[config.mk]
export PLATFORM = sky130hd
export DESIGN_NAME = systolic_sched
export DESIGN_NICKNAME = d
export VERILOG_FILES = /design/src/rtl/systolic_sched.sv
export SDC_FILE = /design/constraint.sdc
export NUM_CORES = 1
export LEC_CHECK = 0
export ABC_AREA = 1
export BUFFER_PORTS_ARGS = -buffer_cell sky130_fd_sc_hd__clkbuf_2
export CAP_MARGIN = 20
export CORE_AREA = 2 2 130 132
export CTS_CLUSTER_DIAMETER = 80
export DETAILED_ROUTE_END_ITERATION = 6
export DIE_AREA = 0 0 132 134
export HOLD_SLACK_MARGIN = 0.03
export PLACE_DENSITY = 0.79
export SYNTH_ARGS = -nofsm -noshare
export SYNTH_HDL_FRONTEND = slang
export SYNTH_SLANG_ARGS = --single-unit
[constraint.sdc]
create_clock -name clk_i -period 5.3 [get_ports clk_i]
set_input_delay 0.53 -clock clk_i [delete_from_list [all_inputs] [get_ports clk_i]]
set_output_delay 0.53 -clock clk_i [all_outputs]
set_load 0.05 [all_outputs]
[src/rtl/systolic_sched.sv]
// systolic_sched: buffers one k-step wave (A column then B row), issues it to mac_array, drains, streams C out.
// Optional SYSTOLIC_SCHED_PERF_EN adds a saturating job cycle counter on cycles_o.
module systolic_sched #(
  parameter int width_p        = 32,
  parameter int array_width_p  = 2,
  parameter int array_height_p = 2,
  parameter int k_p            = 2,
  parameter int drain_p        = 4
) (
  input  logic                                              clk_i,
  input  logic                                              reset_i,
  input  logic                                              en_i,
  input  logic                                              abort_i,
  input  logic                                              valid_i,
  output logic                                              ready_o,
  input  logic [width_p-1:0]                                data_i,
  output logic [array_height_p*width_p-1:0]                 row_o,
  output logic [array_height_p-1:0]                         row_valid_o,
  input  logic [array_height_p-1:0]                         row_ready_i,
  output logic [array_width_p*width_p-1:0]                  col_o,
  output logic [array_width_p-1:0]                          col_valid_o,
  input  logic [array_width_p-1:0]                          col_ready_i,
  input  logic [array_height_p*array_width_p*width_p-1:0]   z_i,
  output logic                                              array_clear_o,
  output logic                                              valid_o,
  input  logic                                              yumi_i,
  output logic [width_p-1:0]                                data_o
`ifdef SYSTOLIC_SCHED_PERF_EN
  , output logic [31:0]                                     cycles_o
`endif
);
  localparam int h_lp       = array_height_p;
  localparam int w_lp       = array_width_p;
  localparam int n_lp       = h_lp + w_lp;
  localparam int hw_lp      = h_lp * w_lp;
  localparam int word_w_lp  = n_lp > 1 ? $clog2(n_lp) : 1;
  localparam int k_w_lp     = k_p > 1 ? $clog2(k_p) : 1;
  localparam int drain_w_lp = drain_p > 1 ? $clog2(drain_p) : 1;
  localparam int out_w_lp   = hw_lp > 1 ? $clog2(hw_lp) : 1;

  typedef enum logic [2:0] {s_idle, s_load, s_issue, s_drain, s_out, s_clear} state_e;

  state_e                state_r, state_n;
  logic [width_p-1:0]    buf_r [n_lp];
  logic [word_w_lp-1:0]  word_cnt_r;
  logic [k_w_lp-1:0]     k_cnt_r;
  logic [drain_w_lp-1:0] drain_cnt_r;
  logic [out_w_lp-1:0]   out_cnt_r;
  logic [n_lp-1:0]       issued_r, hs;
  logic                  acc, oy, all_issued, last_word, last_k, last_drain, last_out;

  assign ready_o       = state_r == s_idle || state_r == s_load;
  assign valid_o       = state_r == s_out;
  assign array_clear_o = state_r == s_clear;
  assign row_valid_o   = state_r == s_issue ? ~issued_r[h_lp-1:0] : '0;
  assign col_valid_o   = state_r == s_issue ? ~issued_r[n_lp-1:h_lp] : '0;
  assign data_o        = z_i[int'(out_cnt_r)*width_p +: width_p];
  assign hs            = {col_valid_o & col_ready_i, row_valid_o & row_ready_i} & {n_lp{en_i}};
  assign all_issued    = &(issued_r | hs);
  assign acc           = valid_i & ready_o & en_i;
  assign oy            = valid_o & yumi_i & en_i;
  assign last_word     = word_cnt_r == word_w_lp'(n_lp - 1);
  assign last_k        = k_cnt_r == k_w_lp'(k_p - 1);
  assign last_drain    = drain_cnt_r == drain_w_lp'(drain_p - 1);
  assign last_out      = out_cnt_r == out_w_lp'(hw_lp - 1);

  for (genvar r = 0; r < h_lp; r++) assign row_o[r*width_p +: width_p] = buf_r[r];
  for (genvar c = 0; c < w_lp; c++) assign col_o[c*width_p +: width_p] = buf_r[h_lp+c];

  always_comb begin
    state_n = state_r;
    case (state_r)
      s_idle:  state_n = acc ? s_load : s_idle;
      s_load:  state_n = acc && last_word ? s_issue : s_load;
      s_issue: state_n = !all_issued ? s_issue : last_k ? s_drain : s_load;
      s_drain: state_n = last_drain ? s_out : s_drain;
      s_out:   state_n = oy && last_out ? s_clear : s_out;
      default: state_n = s_idle;
    endcase
    // CLEAR is already returning the array to a clean state, so abort there adds nothing
    if (abort_i && state_r != s_idle && state_r != s_clear) state_n = s_clear;
  end

  always_ff @(posedge clk_i)
    if (reset_i || (en_i && state_n == s_clear)) begin
      state_r     <= reset_i ? s_idle : s_clear;
      word_cnt_r  <= '0;
      k_cnt_r     <= '0;
      drain_cnt_r <= '0;
      out_cnt_r   <= '0;
      issued_r    <= '0;
      for (int i = 0; i < n_lp; i++) buf_r[i] <= '0;
    end else if (en_i) begin
      state_r <= state_n;
      if (acc) begin
        buf_r[word_cnt_r] <= data_i;
        word_cnt_r        <= last_word ? '0 : word_cnt_r + 1'b1;
      end
      if (state_r == s_issue) begin
        issued_r <= all_issued ? '0 : issued_r | hs;
        if (all_issued) k_cnt_r <= last_k ? '0 : k_cnt_r + 1'b1;
      end
      if (state_r == s_drain) drain_cnt_r <= last_drain ? '0 : drain_cnt_r + 1'b1;
      if (oy) out_cnt_r <= out_cnt_r + 1'b1;
    end

`ifdef SYSTOLIC_SCHED_PERF_EN
  always_ff @(posedge clk_i)
    if (reset_i) cycles_o <= '0;
    else if (en_i) cycles_o <= state_r == s_clear ? '0 :
                               (state_r != s_idle && ~&cycles_o) ? cycles_o + 1'b1 : cycles_o;
`endif
endmodule

==> metrics.cfg <==
[run_status]
status = completed

[grt]
grt_start_max_net_pins = 67
antenna_found_initial = 7
grt_use_total_pct = 25.02
grt-ovfl-total = 0
grt_first_pass_wirelength_um = 32710
grt_pass1_vias = 5802

[clock_tree]
cts.repair.resized = 0
numClockSinks = 142
worstSkewPairLatency_ps = 420
clk_pin_slew_ps = 60
root_buffer = clkbuf_16
cts_buffers = 17
holdBufCountCts = 0
cts_setup_buffers = 0
cts_tree = yes
htreeDepth = 4
clockBufferDepth = 2

[power_and_ir_drop]
vdd_drop_max_uv = 214.3
switchingPower_mw = 1.188
powerDensity_mw_per_mm2 = 373.4
p_sw_share_pct = 35.46
p_comb_share_pct = 24.6
p_int_mw = 2.162
p_seq_share_pct = 41.0
power_frac_clock_pct = 34.4
leakage_nw = 4.077

[final_layout]
stdcell_count = 1176
layout-drive-gt1-share_pct = 43.41
area_growth_pct = 37.82
fillers = 1430
layout.nets = 1109

[hold_path]
hold_class = input port to flop

[sta]
setup_violations = 0
post-route-period-util_pct = 71.75
rsz0062_at_grt = no
fmax_ghz = 0.2630
worst_slew_pin_slew_ps = 1039
hold_violations = 0
slew_headroom_pct = 30.50
skew_ps = 11.03
finalCriticalPeriod_ps = 3803
final-max-slew-violation-count = 0
tns_ps = 0

[placed_design]
dp_cells = 1136
portBuffers = 336
place_hpwl_um = 16960
routabilityCongestion = 0.9006

[logic_synthesis]
synth_seq_cells = 142
synthAdderAreaFrac_pct = 0.5766
synthMuxAreaShare_pct = 0
yosys.area_share.simple_pct = 19.22
synthCells = 618
synthXorXnorAreaFrac_pct = 0.1345
synth-compound-area-share_pct = 9.533
synth_top_family_by_area = simple AND/OR/NAND/NOR gates
synth_nets = 791
syn_area_mm2 = 0.006510
ys.warnings.count = 0
synth-seq-area-share_pct = 63.81
syn_area_per_cell_um2 = 10.53
ys_types = 31

[routing]
vias = 5988
drt_iter0_drc = 397
viasPerCell = 5.092
final_antenna_net_count = 0
drc_errors = 0
wl_per_cell_um = 18.90
totalWireLength_um = 22230
firstDrtPassIters = 4

[worst_setup_path]
cp-end-kind = flop
worstPathMaxFanout = 36
crit_path_start_kind = flop
worst-endpoint-required_ps = 5330
critPathKind = flop to flop
crit_arrival_ps = 3840

[die]
initial_core_util_pct = 39.96
io_pins = 337
core_area_mm2 = 0.01629
fp-row-count = 47
die_area_mm2 = 0.01769
die_h_um = 134
die_w_um = 132

[job]
max_cap_viol_count = 0

==> path summary, 6_finish.rpt <==
check | start | end | slack, ps | cells past startpoint
min | reset_i | state_r[1] | 430 | 2
max | word_cnt_r[1] | buf_r[1][13] | 1500 | 10
min reg2reg | drain_cnt_r[1] | drain_cnt_r[1] | 470 | 2
max reg2reg | word_cnt_r[1] | buf_r[1][13] | 1500 | 10
==> final cells by class <==
cell class | instances | area, um^2 | share of cell area (%)
tap | 220 | 275.3 | 3.068
antenna | 7 | 17.52 | 0.1952
timing repair buffer | 344 | 1762 | 19.63
clock buffer | 17 | 425.4 | 4.741
sequential | 142 | 4155 | 46.31
clock inverter | 15 | 156.4 | 1.743
multi-input combinational | 372 | 1959 | 21.84
inverter | 59 | 221.5 | 2.468
==> routing by layer <==
| layer | vias up | part of all wire [%] | global-route usage [%] |
|---|---|---|---|
| met2 | 346 | 51 | 43.43 |
| met5 | - | 0 | 0 |
| li1 | 2832 | - | - |
| met1 | 2760 | 36 | 27.69 |
| met3 | 50 | 8.6 | 6.954 |
| met4 | 0 | 4.1 | 14.37 |
==> cell usage after synthesis, drive strengths merged <==
library cell	number	area, um^2
edfxtp	131	3934
nor2	119	456.7
nor3	98	590.6
o21ai	71	355.3
inv	57	214.0
o22ai	32	200.2
clkbuf	30	112.6
nand2	28	117.6
buf	15	103.9
dfxtp	11	220.2
a21oi	6	30.03
nand4	6	58.80
ha	3	37.54
nand3	3	20.02
a211oi	2	15.01
clkinv	2	7.510
nand3b	1	7.510
o211ai	1	12.51
o31ai	1	7.510
xor2	1	8.760
==> sequential cells by signal, indices dropped and copies added (netlist names) <==
signal       cells
state_r          3
out_cnt_r        2
issued_r         4
buf_r          128
word_cnt_r       2
drain_cnt_r      2
k_cnt_r          1
==> through the flow <==
stage / worst slack, ps / hold slack (ps) / util, % / power (mW) / cell area (um^2)
floorplan: 785.0 / 442.0 / - / 1.982 / 6510
global placement: 1581 / 454.5 / 51.23 / 2.212 / 8346
detailed placement: 1514 / 464.8 / 51.23 / 2.221 / 8346
CTS: 1468 / 419.5 / 54.80 / 3.358 / 8927
global route: 1154 / 420.4 / 55.08 / 3.458 / 8972
finish: 1497 / 433.3 / 55.08 / 3.350 / 8972
==> layout by cell type (no fill, tap or decap), types with 3 or more instances in the layout <==
cell type / synthesis / routed
ha_1: 3 / 3
clkinv_1: 2 / 3
nor3_2: 20 / 20
clkbuf_16: 0 / 17
nand2_1: 25 / 25
nor3_1: 78 / 78
a21oi_1: 6 / 6
edfxtp_1: 131 / 131
buf_4: 4 / 7
o21ai_4: 0 / 3
o21ai_0: 71 / 68
inv_6: 0 / 4
clkbuf_2: 0 / 336
o22ai_1: 32 / 32
diode_2: 0 / 7
clkinvlp_4: 0 / 3
nor2_1: 117 / 116
inv_2: 2 / 3
clkinv_4: 0 / 3
inv_1: 55 / 54
dfxtp_1: 11 / 10
nand4_1: 4 / 4
==> critical path, stage by stage (launching register included) <==
cell and delay [ps]:
dfxtp_1 300, buf_4 380, ha_1 260, inv_1 60, o21ai_0 160, inv_1 60, nor2_1 100, nand3_1 120
nand2_2 150, nand4_2 700, o21ai_4 1110
==> cells by family (layout without fill, tap and decap cells) <==
family | after synthesis | count (layout)
AO/OA/AOI/OAI | 113 | 113
XOR/XNOR | 1 | 1
adder cells (fa/ha/maj) | 3 | 3
buffers and inverters | 104 | 435
flip-flops | 142 | 142
other | 0 | 7
AND/OR/NAND/NOR | 255 | 255
==> power by group through the flow <==
stage	logic, mW	clock network (mW)	registers [mW]
floorplan	0.270	0	1.71
global placement	0.816	0	1.40
detailed placement	0.821	0	1.40
CTS	0.824	1.16	1.38
global route	0.865	1.21	1.38
finish	0.824	1.15	1.38
Note: power is estimated with default switching activity, not from simulation.
